==> src/rtl/spi_xfer_queue_if.sv <==
// Command, response and spi_master-facing signals of the SPI transfer queue.
interface spi_xfer_queue_if #(
  parameter int unsigned DATA_WIDTH = 16
) ();

  logic                  cmd_valid;
  logic                  cmd_ready;
  logic [DATA_WIDTH-1:0] cmd_data;

  logic                  rsp_valid;
  logic                  rsp_ready;
  logic [DATA_WIDTH-1:0] rsp_data;

  logic                  spi_start;
  logic [DATA_WIDTH-1:0] spi_tx_data;
  logic                  spi_busy;
  logic [DATA_WIDTH-1:0] spi_rx_data;

  // Queue side: accepts commands, offers responses, drives spi_master.
  modport slave (
    input  cmd_valid, cmd_data, rsp_ready, spi_busy, spi_rx_data,
    output cmd_ready, rsp_valid, rsp_data, spi_start, spi_tx_data
  );

  // Controller / spi_master side.
  modport master (
    output cmd_valid, cmd_data, rsp_ready, spi_busy, spi_rx_data,
    input  cmd_ready, rsp_valid, rsp_data, spi_start, spi_tx_data
  );

endinterface

==> src/rtl/spi_xfer_queue.sv <==
// Command/response queue in front of spi_master: one bus transaction per queued word,
// received words returned in command order through a response FIFO.
module spi_xfer_queue #(
  parameter int unsigned DATA_WIDTH = 16,
  parameter int unsigned DEPTH      = 8,
  parameter int unsigned GAP_TICKS  = 8,
  parameter int unsigned BUSY_TMO   = 4
) (
  input  logic                   clk,
  input  logic                   rst_n,
  input  logic                   flush,
  spi_xfer_queue_if.slave        bus,
  output logic [$clog2(DEPTH):0] cmd_level,
  output logic [$clog2(DEPTH):0] rsp_level,
  output logic                   idle,
  output logic                   err_tmo
);

  localparam int unsigned AW      = $clog2(DEPTH);
  localparam int unsigned LW      = AW + 1;
  localparam int unsigned CNT_MAX = (GAP_TICKS > BUSY_TMO) ? GAP_TICKS : BUSY_TMO;
  localparam int unsigned CW      = $clog2(CNT_MAX + 1);

  typedef enum logic [2:0] {
    S_IDLE      = 3'd0,
    S_ISSUE     = 3'd1,
    S_WAIT_BUSY = 3'd2,
    S_WAIT_DONE = 3'd3,
    S_CAPTURE   = 3'd4,
    S_GAP       = 3'd5
  } state_t;

  state_t                state_q, state_d;
  logic [CW-1:0]         cnt_q;
  logic                  drop_q;
  logic [DATA_WIDTH-1:0] tx_q;

  logic [DATA_WIDTH-1:0] cmd_mem [DEPTH];
  logic [AW-1:0]         cmd_wptr, cmd_rptr;
  logic [LW-1:0]         cmd_cnt;
  logic [DATA_WIDTH-1:0] rsp_mem [DEPTH];
  logic [AW-1:0]         rsp_wptr, rsp_rptr;
  logic [LW-1:0]         rsp_cnt;

  logic cmd_push, cmd_pop, rsp_push, rsp_pop;
  logic start_ok, tmo_hit, gap_done;
  state_t post_xfer;

  // Handshakes and FSM guards. The IDLE guard only needs rsp occupancy: nothing is in flight in IDLE.
  always_comb begin
    cmd_push  = bus.cmd_valid && bus.cmd_ready && !flush;
    rsp_pop   = bus.rsp_valid && bus.rsp_ready && !flush;
    start_ok  = (state_q == S_IDLE) && (cmd_cnt != LW'(0)) && (rsp_cnt != LW'(DEPTH))
                && !flush && !bus.spi_busy;
    cmd_pop   = start_ok;
    rsp_push  = (state_q == S_CAPTURE) && !drop_q && !flush;
    tmo_hit   = (cnt_q == CW'(BUSY_TMO - 1));
    gap_done  = (cnt_q == CW'(GAP_TICKS - 1));
    post_xfer = (GAP_TICKS == 0) ? S_IDLE : S_GAP;
  end

  // FSM state register.
  always_ff @(posedge clk or negedge rst_n) begin
    if (!rst_n) state_q <= S_IDLE;
    else        state_q <= state_d;
  end

  // FSM next-state logic.
  always_comb begin
    state_d = state_q;
    case (state_q)
      S_IDLE:      if (start_ok) state_d = S_ISSUE;
      S_ISSUE:     state_d = S_WAIT_BUSY;
      S_WAIT_BUSY: begin
        if (bus.spi_busy)  state_d = S_WAIT_DONE;
        else if (tmo_hit)  state_d = post_xfer;
      end
      S_WAIT_DONE: if (!bus.spi_busy) state_d = S_CAPTURE;
      S_CAPTURE:   state_d = post_xfer;
      S_GAP:       if (gap_done) state_d = S_IDLE;
      default:     state_d = S_IDLE;
    endcase
  end

  // FSM outputs: Moore decode of the state register plus FIFO status.
  always_comb begin
    bus.spi_start   = 1'b0;
    bus.spi_tx_data = tx_q;
    bus.cmd_ready   = 1'b0;
    bus.rsp_valid   = 1'b0;
    bus.rsp_data    = '0;
    idle            = 1'b0;
    cmd_level       = cmd_cnt;
    rsp_level       = rsp_cnt;
    bus.spi_start   = (state_q == S_ISSUE);
    bus.cmd_ready   = (cmd_cnt != LW'(DEPTH));
    bus.rsp_valid   = (rsp_cnt != LW'(0));
    if (rsp_cnt != LW'(0)) bus.rsp_data = rsp_mem[rsp_rptr];
    idle            = (state_q == S_IDLE) && (cmd_cnt == LW'(0)) && !bus.spi_busy;
  end

  // Shared timeout / gap counter, restarted on every state change.
  always_ff @(posedge clk or negedge rst_n) begin
    if (!rst_n)                                             cnt_q <= '0;
    else if (state_d != state_q)                            cnt_q <= '0;
    else if (state_q == S_WAIT_BUSY || state_q == S_GAP)    cnt_q <= cnt_q + CW'(1);
  end

  // Flush while a transfer is on the bus marks its response for discard.
  always_ff @(posedge clk or negedge rst_n) begin
    if (!rst_n) drop_q <= 1'b0;
    else if (state_q == S_ISSUE || state_q == S_WAIT_BUSY || state_q == S_WAIT_DONE) begin
      if (flush) drop_q <= 1'b1;
    end else begin
      drop_q <= 1'b0;
    end
  end

  // Sticky busy-timeout flag.
  always_ff @(posedge clk or negedge rst_n) begin
    if (!rst_n)                                                        err_tmo <= 1'b0;
    else if (flush)                                                    err_tmo <= 1'b0;
    else if (state_q == S_WAIT_BUSY && !bus.spi_busy && tmo_hit)       err_tmo <= 1'b1;
  end

  // Transmit word held from issue until the next pop.
  always_ff @(posedge clk or negedge rst_n) begin
    if (!rst_n)       tx_q <= '0;
    else if (cmd_pop) tx_q <= cmd_mem[cmd_rptr];
  end

  // Command FIFO storage.
  always_ff @(posedge clk) begin
    if (cmd_push) cmd_mem[cmd_wptr] <= bus.cmd_data;
  end

  // Command FIFO pointers and occupancy.
  always_ff @(posedge clk or negedge rst_n) begin
    if (!rst_n) begin
      cmd_wptr <= '0;
      cmd_rptr <= '0;
      cmd_cnt  <= '0;
    end else if (flush) begin
      cmd_wptr <= '0;
      cmd_rptr <= '0;
      cmd_cnt  <= '0;
    end else begin
      if (cmd_push) cmd_wptr <= cmd_wptr + AW'(1);
      if (cmd_pop)  cmd_rptr <= cmd_rptr + AW'(1);
      case ({cmd_push, cmd_pop})
        2'b10:   cmd_cnt <= cmd_cnt + LW'(1);
        2'b01:   cmd_cnt <= cmd_cnt - LW'(1);
        default: cmd_cnt <= cmd_cnt;
      endcase
    end
  end

  // Response FIFO storage.
  always_ff @(posedge clk) begin
    if (rsp_push) rsp_mem[rsp_wptr] <= bus.spi_rx_data;
  end

  // Response FIFO pointers and occupancy.
  always_ff @(posedge clk or negedge rst_n) begin
    if (!rst_n) begin
      rsp_wptr <= '0;
      rsp_rptr <= '0;
      rsp_cnt  <= '0;
    end else if (flush) begin
      rsp_wptr <= '0;
      rsp_rptr <= '0;
      rsp_cnt  <= '0;
    end else begin
      if (rsp_push) rsp_wptr <= rsp_wptr + AW'(1);
      if (rsp_pop)  rsp_rptr <= rsp_rptr + AW'(1);
      case ({rsp_push, rsp_pop})
        2'b10:   rsp_cnt <= rsp_cnt + LW'(1);
        2'b01:   rsp_cnt <= rsp_cnt - LW'(1);
        default: rsp_cnt <= rsp_cnt;
      endcase
    end
  end

endmodule

==> src/flat_wrapper.sv <==
// flat-port wrapper written by rule: the top's interface ports become plain ports
module spi_xfer_queue_flat 
#(
  parameter int unsigned DATA_WIDTH = 16,
  parameter int unsigned DEPTH      = 8,
  parameter int unsigned GAP_TICKS  = 8,
  parameter int unsigned BUSY_TMO   = 4
)
  (clk, rst_n, flush, cmd_level, rsp_level, idle, err_tmo, bus_cmd_valid, bus_cmd_data, bus_rsp_ready, bus_spi_busy, bus_spi_rx_data, bus_cmd_ready, bus_rsp_valid, bus_rsp_data, bus_spi_start, bus_spi_tx_data);
  spi_xfer_queue_if #(.DATA_WIDTH(DATA_WIDTH)) bus_i ();
  input  logic clk;
  input  logic rst_n;
  input  logic flush;
  output logic [$clog2(DEPTH):0] cmd_level;
  output logic [$clog2(DEPTH):0] rsp_level;
  output logic idle;
  output logic err_tmo;
  input wire logic [$bits(bus_i.cmd_valid)-1:0] bus_cmd_valid;
  input wire logic [$bits(bus_i.cmd_data)-1:0] bus_cmd_data;
  input wire logic [$bits(bus_i.rsp_ready)-1:0] bus_rsp_ready;
  input wire logic [$bits(bus_i.spi_busy)-1:0] bus_spi_busy;
  input wire logic [$bits(bus_i.spi_rx_data)-1:0] bus_spi_rx_data;
  output wire logic [$bits(bus_i.cmd_ready)-1:0] bus_cmd_ready;
  output wire logic [$bits(bus_i.rsp_valid)-1:0] bus_rsp_valid;
  output wire logic [$bits(bus_i.rsp_data)-1:0] bus_rsp_data;
  output wire logic [$bits(bus_i.spi_start)-1:0] bus_spi_start;
  output wire logic [$bits(bus_i.spi_tx_data)-1:0] bus_spi_tx_data;
  assign bus_i.cmd_valid = bus_cmd_valid;
  assign bus_i.cmd_data = bus_cmd_data;
  assign bus_i.rsp_ready = bus_rsp_ready;
  assign bus_i.spi_busy = bus_spi_busy;
  assign bus_i.spi_rx_data = bus_spi_rx_data;
  assign bus_cmd_ready = bus_i.cmd_ready;
  assign bus_rsp_valid = bus_i.rsp_valid;
  assign bus_rsp_data = bus_i.rsp_data;
  assign bus_spi_start = bus_i.spi_start;
  assign bus_spi_tx_data = bus_i.spi_tx_data;
  spi_xfer_queue #(.DATA_WIDTH(DATA_WIDTH), .DEPTH(DEPTH), .GAP_TICKS(GAP_TICKS), .BUSY_TMO(BUSY_TMO)) u_core (.clk(clk), .rst_n(rst_n), .flush(flush), .bus(bus_i), .cmd_level(cmd_level), .rsp_level(rsp_level), .idle(idle), .err_tmo(err_tmo));
endmodule
==> config.mk <==
export PLATFORM = sky130hd
export DESIGN_NAME = spi_xfer_queue_flat
export DESIGN_NICKNAME = d
export VERILOG_FILES = /design/src/rtl/spi_xfer_queue_if.sv /design/src/rtl/spi_xfer_queue.sv /design/src/flat_wrapper.sv
export SDC_FILE = /design/constraint.sdc
export NUM_CORES = 1
export LEC_CHECK = 0
export ABC_CLOCK_PERIOD_IN_PS = 4300
export CORE_MARGIN = 10
export CORE_UTILIZATION = 41
export DETAILED_ROUTE_END_ITERATION = 12
export GPL_ROUTABILITY_DRIVEN = 1
export GPL_TIMING_DRIVEN = 0
export PLACE_DENSITY_LB_ADDON = 0.15
export REMOVE_ABC_BUFFERS = 1
export SLEW_MARGIN = 40
export SYNTH_ARGS = -nofsm -noshare
export SYNTH_HDL_FRONTEND = slang
export SYNTH_SLANG_ARGS = --single-unit
export TNS_END_PERCENT = 100
==> constraint.sdc <==
create_clock -name clk -period 4.3 [get_ports clk]
set_clock_uncertainty 0.05 [all_clocks]
set_input_delay 0.43 -clock clk [delete_from_list [all_inputs] [get_ports clk]]
set_output_delay 0.43 -clock clk [all_outputs]
set_load 0.01 [all_outputs]
; Word-level counts from Yosys, hierarchy flattened
; Memories as Yosys holds them, arrays and structs flattened. A register that Yosys moved wholly into a read port is not among the register bits.
; Index checks and enable logic that the tools add are counted.
; W data, S select, Z words.
[totals]
mem_bits_ro = 0
n_memories = 2
register_bits = 29
elab_cells = 98
ramBits = 256
latch_bits = 0
inputBits = 38
output_inout_bits = 45
[classes]
add_sub_neg = 9
n_lt_le_gt_ge = 0
n_mux = 29
multipliers = 0
eq_ne = 15
div_mod_pow = 0
bitwise = 0
n_shift = 0
reduce_logical = 33
[mem_list]
columns = memory, depth, width, rd, rd_ports_with_merged_regs, wr, line
row1 = u_core.cmd_mem, 8, 16, 1, 1, 1, spi_xfer_queue.sv:38  ; logic [DATA_WIDTH-1:0] cmd_mem [DEPTH];
row2 = u_core.rsp_mem, 8, 16, 1, 0, 1, spi_xfer_queue.sv:41  ; logic [DATA_WIDTH-1:0] rsp_mem [DEPTH];
[ops]
columns = cell, n
row1 = $mux W3, 13
row2 = $pmux W3 S6, 1
row3 = $mux W16, 1
row4 = $mux W4, 4
row5 = $pmux W4 S2, 2
row6 = $logic_and A1 B1 Y1, 14
row7 = $add A3 B1 Y3 const B, 4
row8 = $add A4 B1 Y4 const B, 3
row9 = $reduce_bool A2 Y1, 6
row10 = $mux W1, 8
row11 = $ne A4 B4 Y1 const B, 2
row12 = $reduce_bool A4 Y1, 2
row13 = $sub A4 B1 Y4 const B, 2
row14 = $eq A3 B2 Y1 const B, 2
row15 = $eq A3 B3 Y1 const B, 2
row16 = $reduce_bool A3 Y1, 2
row17 = $eq A2 B1 Y1 const B, 2
row18 = $eq A2 B2 Y1 const B, 2
row19 = $eq A4 B2 Y1 const B, 1
row20 = $eq A4 B3 Y1 const B, 1
row21 = $logic_not A1 Y1, 4
row22 = $logic_not A4 Y1, 1
row23 = $eq A3 B1 Y1 const B, 1
row24 = $logic_not A3 Y1, 1
row25 = 3 further kinds, 5

; Longest topological paths before layout
[logic_depth]
word_depth = 9
ltp_mapped = 12
mapped_depth_nobuf = 9

; Worst setup path after synthesis
; Ideal clock, no wire load.
[synth_timing]
path_kind = reg-to-reg
from = register u_core.state_q[2]
to = memory u_core.rsp_mem[0][0], enable pin
period_less_slack_ns = 3.211
path_buffers = 1
setup_time_ns = 0.409
arrival_time_ns = 2.752
slack_ns = 1.089
required_time_ns = 3.841
path_stages_with_launch = 5
cell_sequence = dfrtp_1 > clkbuf_1 > nor4b_2 > or3b_2 > nor3_1
[synth_between]
elab_chain_cells = 5
[synth_rtl]
columns = element, line
row1 = start: declaration, spi_xfer_queue.sv:33  ; state_t state_q, state_d;
row2 = start signal: assignment, spi_xfer_queue.sv:65  ; else state_q <= state_d;
row3 = $eq A3 B3 Y1, spi_xfer_queue.sv:56  ; rsp_push = (state_q == S_CAPTURE) && !drop_q && !flush;
row4 = $logic_and A1 B1 Y1 (2 in series), spi_xfer_queue.sv:56
row5 = $mux W1, spi_xfer_queue.sv:160  ; if (rsp_push) rsp_mem[rsp_wptr] <= bus.spi_rx_data;
row6 = $mux W1 (not written as such), spi_xfer_queue.sv:160
row7 = end: declaration, spi_xfer_queue.sv:41
; Every way passes these cells.

; Worst setup path in the final report
[layout_timing]
from = register u_core.state_q[1]
to = register u_core.cmd_cnt[3], in the netlist u_core.cmd_level[3]
[layout_between]
elab_chain_cells = 8
word_cells_on_any_way = 10
classes_between = 2 x eq/ne / 2 x mux / 6 x reduce/logical
[layout_rtl]
columns = element, line
row1 = $logic_not A3 Y1 *, spi_xfer_queue.sv:53  ; start_ok = (state_q == S_IDLE) && (cmd_cnt != LW'(0)) && (rsp_cnt != LW'(DEPTH))
row2 = $logic_and A1 B1 Y1 * (2 in series), spi_xfer_queue.sv:53
row3 = $logic_and A1 B1 Y1 * (2 in series), spi_xfer_queue.sv:54  ; && !flush && !bus.spi_busy;
row4 = $eq A2 B1 Y1 or $eq A2 B2 Y1 (tied branches), spi_xfer_queue.sv:150  ; case ({cmd_push, cmd_pop})
row5 = $pmux W4 S2, spi_xfer_queue.sv:150
row6 = $mux W4, spi_xfer_queue.sv:143  ; end else if (flush) begin
row7 = end signal: assignment, spi_xfer_queue.sv:151  ; 2'b10: cmd_cnt <= cmd_cnt + LW'(1);
row8 = end signal: assignment, spi_xfer_queue.sv:152  ; 2'b01: cmd_cnt <= cmd_cnt - LW'(1);
row9 = end signal: assignment, spi_xfer_queue.sv:153  ; default: cmd_cnt <= cmd_cnt;
row10 = end: declaration, spi_xfer_queue.sv:40  ; logic [LW-1:0] cmd_cnt;
; Mark *: on every way between the ends. The rest lies on a longest branch, timed or not.
; A chain may end at the register's enable or synchronous reset.

==> impl_metrics.tcl <==
set metrics [dict create \
    status "complete, no violations" \
    clockBufferDepth 3 \
    drt_iter0_markers 296 \
    async_flop_share_pct 14.95 \
    grt_max_degree 35 \
    maxCapViolations 0 \
    cts_tree "done" \
    cp.required_ns 4.68 \
    fmax_mhz 303.4 \
    overflow 0 \
    vias 6128 \
    vias_per_cell 5.220 \
    worstSetupStartpointType "flip-flop" \
    dp_hpwl_um 16710 \
    dr.pass1.iters 4 \
    layout_setup_ws_ns 1.004 \
    dieWidth_um 191.0 \
    yosysSeqAreaShare_pct 73.51 \
    finalSetupTns_ns 0 \
    timing.final.crit_share_pct 76.66 \
    multi_input_area_mm2 0.003107 \
    fin_area_mm2 0.01488 \
    route.detailed.drc 0 \
    cts_sinks 301 \
    routedWlPerCell_um 21.24 \
    final_nets 812 \
    cts_resized 0 \
    synth_ff_type "edfxtp_1" \
    worst_ep_arrival_time_ns 3.67 \
    yosysWarningCount 0 \
    synth.distinct_cells 46 \
    worstPathMaxFanout 12 \
    setup_viol 0 \
    port_buffers 82 \
    crit_type "flip-flop to flip-flop" \
    slew_headroom_pct 45.46 \
    ys_seq_elements 301 \
    dieArea_mm2 0.03648 \
    cts-buffers-inserted 34 \
    synth_edf_count 256 \
    io_pins 83 \
    p_per_area_mw_per_mm2 550.1 \
    cts.clk_slew.worst_paths_ns 0.06 \
    power_leakage_uw 0.004928 \
    clockRootBuffer "clkbuf_16" \
    syn_area_mm2 0.01199 \
    grt_pass1_wl_um 38410 \
    worst_pin_slew_ns 0.8160 \
    slew_violations 0 \
    rsz0062_at_grt "false" \
    endpoint_kind "flip-flop" \
    die_h_um 191.0 \
    start_util_pct 41.66 \
    placementRows 62 \
    placedCellCount 1110 \
    wirelength_um 24940 \
    fp.coreArea_mm2 0.02878 \
    worstHoldPathType "input port to asynchronous set/reset pin" \
    worstSkewPairLatency_ns 0.50 \
    detail-route-antenna-nets 0 \
    syn_inst 634 \
    nFillCells 2311 \
    dpl_cell_area_mm2 0.01370 \
    antenna_found_initial 2 \
    post_cts_buffers 0 \
    drive_gt1_share_pct 24.75 \
    holdWs_ns 0.2677 \
    grt_pass1_vias 6568 \
    grt_usage_pct 13.72 \
    period_needed_ns 3.296 \
    place.gp.congestion 0.7192 \
    regArea_mm2 0.008831 \
    place_ws_ns 0.6623 \
    fin_cells 1174 \
    cts_htree_levels 2 \
    area_growth_pct 24.07 \
    ir_drop_v 0.0003700 \
    syn_area_per_cell_um2 18.91 \
    hold_viol 0 \
]
==> cell usage after synthesis (all sizes together) (2+ instances only) <==
library cell  instances  share of area, %
mux4                 64                12
edfxtp              256                64
fa                    2              0.33
nor2b                 3              0.16
nor4                  3              0.28
xor2                  6              0.44
dfrtp                45               9.4
buf                  17              0.78
inv                   7              0.22
nand3b                5              0.31
nand3                 2             0.083
nand4                 2              0.10
or3                   2              0.10
nor3                  7              0.33
o21ai                 7              0.29
ha                    9              0.94
nand2                14              0.44
o21bai                2              0.13
nor4b                 4              0.34
xnor2                 8              0.58
a21oi                23              0.96
nand2b                6              0.31
nor2                 59               1.8
clkbuf               17              0.53
a21o                  2              0.13
mux2i                38               3.2
nor3b                 6              0.38
and2                  5              0.26
==> cells by family (layout without fill, tap and decap cells) <==
kind of cell | Yosys count | in the layout | share of synthesized area (%)
compound gates | 42 | 42 | 2.118
xor+xnor | 14 | 14 | 1.023
fa+ha+maj | 11 | 11 | 1.273
buf+inv | 41 | 195 | 1.534
flops | 301 | 301 | 73.51
mux | 103 | 103 | 15.29
other cells | 0 | 2 | 0
simple gates | 122 | 122 | 5.259
==> power by group <==
group | internal [uW] | switching (uW)
logic | 922 | 744
registers | 3340 | 226
clock network | 1840 | 1100
==> stage by stage <==
| step | total power [uW] | utilization, % |
|---|---|---|
| floorplan | 4454 | - |
| global placement | 5218 | 45.64 |
| detailed placement | 5335 | 47.59 |
| CTS | 8304 | 51.67 |
| global route | 8562 | 51.67 |
| finish | 8184 | 51.69 |
==> state kept, by name, summed over array words and instances (netlist names) <==
signal and flops:
u_core.rsp_mem 128, u_core.rsp_level 4, u_core.state_q 3, u_core.drop_q 1, u_core.cmd_mem 128, u_core.cmd_wptr 3, u_core.cnt_q 4, u_core.bus.spi_tx_data 16
u_core.cmd_level 4, u_core.err_tmo 1, u_core.rsp_wptr 3, u_core.cmd_rptr 3, u_core.rsp_rptr 3
==> placed cells by master (no fill, tap or decap), types with 7 or more instances in the layout <==
| cell type | count |
|---|---|
| ha_1 | 9 |
| mux2i_1 | 38 |
| inv_1 | 7 |
| a21oi_1 | 23 |
| dfrtp_1 | 39 |
| nor2_1 | 51 |
| xnor2_1 | 8 |
| nor2_4 | 8 |
| buf_4 | 23 |
| mux4_2 | 64 |
| clkdlybuf4s50_1 | 80 |
| o21ai_0 | 7 |
| clkbuf_16 | 37 |
| nand2_1 | 14 |
| edfxtp_1 | 256 |
| buf_2 | 11 |
==> path summary, 6_finish.rpt <==
check / startpoint / to / slack, ns / cells past startpoint
worst min register to register: u_core.err_tmo$_DFFE_PN0P_ / u_core.err_tmo$_DFFE_PN0P_ / 0.45 / 2
worst max register to register: u_core.state_q[1]$_DFF_PN0_ / u_core.cmd_level[3]$_DFFE_PN0P_ / 1.00 / 10
min in group clk: flush / u_core.cmd_rptr[2]$_DFFE_PN0P_ / 0.37 / 2
worst max-delay path: u_core.state_q[1]$_DFF_PN0_ / u_core.cmd_level[3]$_DFFE_PN0P_ / 1.00 / 10
max in group asynchronous: rst_n / u_core.cmd_rptr[1]$_DFFE_PN0P_ / 3.45 / 3
worst min-delay path: rst_n / u_core.cnt_q[0]$_DFFE_PN0P_ / 0.27 / 2
==> final cells by class <==
cell class	instances	share of cell area, %
Antenna cell	2	0.03364
Clock buffer	45	6.560
Clock inverter	16	1.270
Inverter	7	0.1766
Multi-Input combinational cell	292	20.88
Sequential cell	301	59.36
Tap cell	384	3.230
Timing Repair Buffer	127	8.486
==> worst max-delay path: stages, from the launching register on <==
cell and delay (ns):
dfrtp_1 0.49, or4_4 0.61, nor4_4 0.34, buf_4 0.25, and2_1 0.21, ha_1 0.26, a21o_1 0.18, a21oi_1 0.31
nor3_2 0.09, a2111oi_2 0.31, nand3b_1 0.14
==> per-layer routing <==
layer  vias up  GRT usage [%]  wire length [um]
met1      3198          15.94              9894
met5         -              0                13
met2       114          24.92             13510
li1       2780              -                 -
met3        34          3.043              1108
met4         2          3.725               411
==> repair_timing <==
item                                   4_1_cts  5_1_grt
hold buffers                                 1        0
endpoints found under the hold margin       45        0
setup endpoints to repair                    0        0
No activity file was read; power rests on OpenSTA's default activity.
==> edit 1, RTL diff (same flow settings) <==
Re-encode `state_t` (6 states) as one-hot, 6 bits wide.
--- a/src/rtl/spi_xfer_queue.sv
+++ b/src/rtl/spi_xfer_queue.sv
@@ -21,13 +21,13 @@
   localparam int unsigned CNT_MAX = (GAP_TICKS > BUSY_TMO) ? GAP_TICKS : BUSY_TMO;
   localparam int unsigned CW      = $clog2(CNT_MAX + 1);
 
-  typedef enum logic [2:0] {
-    S_IDLE      = 3'd0,
-    S_ISSUE     = 3'd1,
-    S_WAIT_BUSY = 3'd2,
-    S_WAIT_DONE = 3'd3,
-    S_CAPTURE   = 3'd4,
-    S_GAP       = 3'd5
+  typedef enum logic [5:0] {
+    S_IDLE      = 6'b000001,
+    S_ISSUE     = 6'b000010,
+    S_WAIT_BUSY = 6'b000100,
+    S_WAIT_DONE = 6'b001000,
+    S_CAPTURE   = 6'b010000,
+    S_GAP       = 6'b100000
   } state_t;
 
   state_t                state_q, state_d;
Formal check against the unedited RTL: no difference found for any inputs over 4 cycles, from zero or initial values and one cycle with rst_n low; so few cycles prove little.
==> edit 1 against the original RTL <==
- sequential cell count rose by 3
- cell area rose by 0.44%
- global-route usage rose by 0.28 points
- utilization fell by 1.1 points
- total power fell by 4.5%
- die area rose by 1.8%
- synthesized area rose by 2.0%
- first-iteration DRC count rose by 8.1%
- via count rose by 1.8%
- worst setup slack got worse by 0.076 ns
- combinational power fell by 8%
- worst hold slack got worse by 0.016 ns
- routed wire length rose by 2.3%
- critical endpoint unchanged
==> edit 1: results (changes against the original RTL) <==
----------------------------------------------------
[Route]
  Met1 WL ... 10.2 mm (+3.3%)
  Top Layer Used ... met4
  Met3 wire length ... 1.05 mm (-5.4%)
  Met2 WL post-DR ... 13.8 mm (+1.9%)
  Via total after detailed routing ... 6,236 (+1.8%)
  DR iter-0 viols ... 320 (+8.1%)

[Placed design]
  Cell area reported after detailed placement ... 13,900 um^2 (+1.4%)
  Post-place setup slack ... 0.673 ns (+0.0103 ns)
  Half-perimeter wire length after detailed placement ... 17.3 mm (+3.4%)

[Global route]
  Met2 Usage GRT ... 26.0% (+1.1 points)
  Total routing resource utilization after global routing ... 14.0% (+0.28 points)
  Number of global-route vias before repair ... 6,876 (+4.7%)
  Antenna violations before repair ... 1 (-1)

[Cells and area]
  Fin nets ... 827 (+1.8%)
  Layout non-clock buf frac ... 7.90% (-0.58 points)
  Multi-input logic cell count ... 321 (+9.9%)
  Share of final-layout standard cells stronger than drive strength 1 ... 22.8% (-1.9 points)
  Post-route cell area ... 14,900 um^2 (+0.44%)
  Non-filler cells, final ... 1,193 (+1.6%)
  Clock buffer cells ... 34 (-24%)
  Number of flip-flops and latches ... 304 (+1.0%)

[Critical path]
  Crit path arrival time ... 3.75 ns (+0.08 ns)
  Critical Path Fanout Max ... 18 (+6)

[Synth]
  Proportion of register bits with asynchronous set or reset after synthesis ... 15.8% (+0.84 points)
  Area contributors post-synth ... sky130_fd_sc_hd__edfxtp_1, sky130_fd_sc_hd__mux4_2, sky130_fd_sc_hd__dfrtp_1
  Count of cell types in the netlist ... 56 (+22%)
  Gate count of the mapped netlist ... 665 (+4.9%)
  Sequential fraction of the synthesis area ... 72.7% (-0.84 points)
  Adder and majority gate portion of the synthesized area ... 1.25% (-0.025 points)

[Pwr]
  Power density over the cells ... 523 nW/um^2 (-4.9%)
  Power dissipated by switching net loads ... 1.98 mW (-4.7%)
  Leakage power ... 4.99 nW (+1.3%)
  Share of power burned in the clock network ... 35.2% (-0.8 points)

[Timing]
  Final worst hold slack ... 0.251 ns (-0.0162 ns)
  Final worst slack ... 0.928 ns (-0.0760 ns)
  Max-slew headroom at the worst pin ... 55.1% (+9.7 points)

[Status]
  Status ... finished clean

----------------------------------------------------
[edit 1: cell count changes after synthesis, sizes merged, moves of 5 or more]
cell   before  now
nand2      14   30
a21oi      23    8
o21ai       7   23
nor2       59   54
nor3        7   13
nand3       2   10
[edit 1: worst max-delay path, cell delays in order, from the launching register on]
cell                       delay, ns
sky130_fd_sc_hd__dfrtp_1        0.52
sky130_fd_sc_hd__nor4_1         0.41
sky130_fd_sc_hd__and3_1         0.32
sky130_fd_sc_hd__nand2_2        0.31
sky130_fd_sc_hd__nor2_1         0.35
sky130_fd_sc_hd__ha_1           0.29
sky130_fd_sc_hd__a21o_1         0.18
sky130_fd_sc_hd__a21oi_1        0.20
sky130_fd_sc_hd__a211oi_1       0.08
sky130_fd_sc_hd__a31oi_1        0.21
sky130_fd_sc_hd__mux2_1         0.34
==> edit 2, RTL diff (same flow settings) <==
Without the edit above. `DEPTH` is set to 8 in 2 places; all go to 4.
--- a/src/rtl/spi_xfer_queue.sv
+++ b/src/rtl/spi_xfer_queue.sv
@@ -2,7 +2,7 @@
 // received words returned in command order through a response FIFO.
 module spi_xfer_queue #(
   parameter int unsigned DATA_WIDTH = 16,
-  parameter int unsigned DEPTH      = 8,
+  parameter int unsigned DEPTH      = 4,
   parameter int unsigned GAP_TICKS  = 8,
   parameter int unsigned BUSY_TMO   = 4
 ) (
--- a/src/flat_wrapper.sv
+++ b/src/flat_wrapper.sv
@@ -2,7 +2,7 @@
 module spi_xfer_queue_flat 
 #(
   parameter int unsigned DATA_WIDTH = 16,
-  parameter int unsigned DEPTH      = 8,
+  parameter int unsigned DEPTH      = 4,
   parameter int unsigned GAP_TICKS  = 8,
   parameter int unsigned BUSY_TMO   = 4
 )
Ports: changed (resized cmd_level and rsp_level); port bits go from 83 to 81. No check against the original RTL was run, so the function may have changed too.
==> edit 2 against the original RTL <==
- worst setup slack gained 0.35 ns
- count of clock-buffer cells in the layout down 20
- cell area down 43%
- combinational power decreased by 40%
- die area decreased by 39%
- sequential cell count down 134
- routed wire length is 45% lower
- sequential share of layout area shrank 2.4 points
- sequential power decreased by 42%
- critical path type is now flop to output port
- total power shrank 44%
- global-route usage shrank 0.74 points
- synthesized area decreased by 43%
==> edit 2: results (changes against the original RTL) <==
----------------------------------------------------
[Placed design]
  Cell area reported after detailed placement ... 7900 um^2 (-42%)
  Half-perimeter wire length after detailed placement ... 8.75 mm (-48%)
  Number of input and output port buffers inserted ... 80 (-2.4%)
  RePlAce Congestion ... 0.753 (+4.7%)
  Post-place setup slack ... 0.990 ns (+0.328 ns)

[Cells and area]
  Fin nets ... 549 (-32%)
  FILL cells ... 1,373 (-41%)
  N_diodes ... 0 (-2)
  Share of final-layout standard cells stronger than drive strength 1 ... 16.2% (-8.6 points)

[Critical path]
  Worst R2R End ... u_core.cmd_level[2]$_DFFE_PN0P_
  Launch point of the critical path ... u_core.rsp_rptr[0]$_DFFE_PN0P_
  Depth of the most critical reg-to-reg path ... 8 (-2)
  Slack of the worst reg-to-reg path ... 1.61 ns (+0.61 ns)
  Critical Path Fanout Max ... 18 (+6)
  Crit path arrival time ... 2.47 ns (-1.20 ns)

[Synth]
  Proportion of register bits with asynchronous set or reset after synthesis ... 23.4% (+8.4 points)
  Number of enable flip-flop cells after synthesis ... 128 (-50%)
  Yosys warns ... 0 (unchanged)
  Commonest cells in the netlist ... sky130_fd_sc_hd__edfxtp_1, sky130_fd_sc_hd__nand2_1, sky130_fd_sc_hd__dfrtp_1, sky130_fd_sc_hd__mux4_2, sky130_fd_sc_hd__and2_1
  Count of cell types in the netlist ... 50 (+8.7%)
  Area contributors post-synth ... sky130_fd_sc_hd__edfxtp_1, sky130_fd_sc_hd__dfrtp_1, sky130_fd_sc_hd__mux4_2
  Sequential fraction of the synthesis area ... 70.1% (-3.4 points)

[Route]
  Avg Vias per Cell ... 5.01 (-4.0%)
  DR iter-0 viols ... 235 (-21%)
  Number of search-and-repair iterations in the first detailed-routing pass ... 5 (+1)
  Final wirelength ... 13.7 mm (-45%)

[Pwr]
  Clock network power consumption ... 1.48 mW (-50%)
  Cell Int Power ... 3.34 mW (-45%)
  Flop+latch power ... 2.08 mW (-42%)
  Leakage power ... 3.00 nW (-39%)
  IR drop worst, VDD ... 317 uV (-14%)

[Timing]
  Final worst hold slack ... 0.372 ns (+0.104 ns)
  Max-slew headroom at the worst pin ... 57.1% (+12 points)

[Global route]
  Wire length of the first global-routing pass ... 22.0 mm (-43%)
  Maximum number of pins on one net before global-route repair ... 25 (-29%)
  Antenna violations before repair ... 0 (-2)
  Total routing resource utilization after global routing ... 13.0% (-0.74 points)
  Number of global-route vias before repair ... 3,959 (-40%)

[Clocking]
  Number of levels in the clock H-tree ... 4 (+2)
  Clock buffer count from CTS ... 17 (-50%)
  Insertion delay of the later-clocked pin in the worst-skew pair ... 0.42 ns (-0.08 ns)
  Worst-case clock buffer depth ... 2 (-1)

[Worst hold path]
  Hold Crit Class ... input pin to asynchronous set/reset pin

[Status]
  Status ... finished clean

----------------------------------------------------
## edit 2: cell count changes in the layout (fill, tap and decap cells not counted), moves of 10 or more
cell                        change
sky130_fd_sc_hd__buf_4         -22
sky130_fd_sc_hd__a21oi_1       -19
sky130_fd_sc_hd__nand2_1       +37
sky130_fd_sc_hd__clkbuf_16     -20
sky130_fd_sc_hd__mux4_2        -32
sky130_fd_sc_hd__buf_2         -10
sky130_fd_sc_hd__and2_1        +12
sky130_fd_sc_hd__mux2i_1       -35
sky130_fd_sc_hd__nor2_1        -29
sky130_fd_sc_hd__edfxtp_1     -128
## edit 2: logic make-up (layout without fill, tap and decap cells)
| family | Yosys count | after routing | synth area share, % |
|---|---|---|---|
| muxes | 36 | 36 | 11.1 |
| DFF | 167 | 167 | 70.1 |
| buffers and inverters | 28 | 123 | 1.95 |
| adders and majority gates | 11 | 11 | 2.22 |
| AOI/OAI and AO/OA | 22 | 22 | 2.11 |
| xor gates and xnor gates | 12 | 12 | 1.53 |
| and+or+nand+nor | 142 | 142 | 11.0 |
## edit 2: worst max-delay path by stage
| stage | endpoint | slack, ns | cells after the start |
|---|---|---|---|
| 2_1_floorplan | u_core.cmd_level[2]$_DFFE_PN0P_ | 1.82 | 7 |
| 3_3_place_gp | u_core.cmd_level[2]$_DFFE_PN0P_ | 0.34 | 7 |
| 3_5_place_dp | u_core.cmd_level[2]$_DFFE_PN0P_ | 0.99 | 8 |
| 4_1_cts | bus_rsp_data[12] | 1.28 | 3 |
| 5_1_grt | bus_rsp_data[0] | 1.22 | 3 |
| 6_report | bus_rsp_data[7] | 1.35 | 3 |
## edit 2: final cells by class
cell class | count | area, um^2 | area share [%]
clock inverters | 7 | 97.6 | 1.15
clock buffers | 25 | 475 | 5.61
well taps | 220 | 275 | 3.25
inverters | 7 | 26.3 | 0.310
multi-input cells | 223 | 1930 | 22.8
repair buffers | 84 | 846 | 9.98
flip-flops and latches | 167 | 4820 | 56.9
## edit 2: metal layers
layer	global-route usage, %	wire, um	vias up	share of wire [%]
met5	0	0	-	0
met4	4.51	133	0	0.97
met3	4.29	634	10	4.6
met2	21.4	7030	71	51
met1	15.6	5870	1866	43
li1	-	-	1726	-
## edit 2: metrics by stage
stage / power, mW / instances
floorplan: 2.61 / 397
global placement: 3.12 / 697
detailed placement: 3.15 / 700
CTS: 4.64 / 733
global route: 4.81 / 733
finish: 4.57 / 733
## edit 2: critical path, stage by stage, from the launching register on
cell and delay, ns:
sky130_fd_sc_hd__dfrtp_2 0.78, sky130_fd_sc_hd__mux4_2 0.58, sky130_fd_sc_hd__and2_1 0.20, sky130_fd_sc_hd__clkdlybuf4s50_1 0.48
## edit 2: what timing repair did
action	CTS	global route
hold endpoints to repair	16	0
hold buffers	1	0
endpoints found under the setup margin	0	0
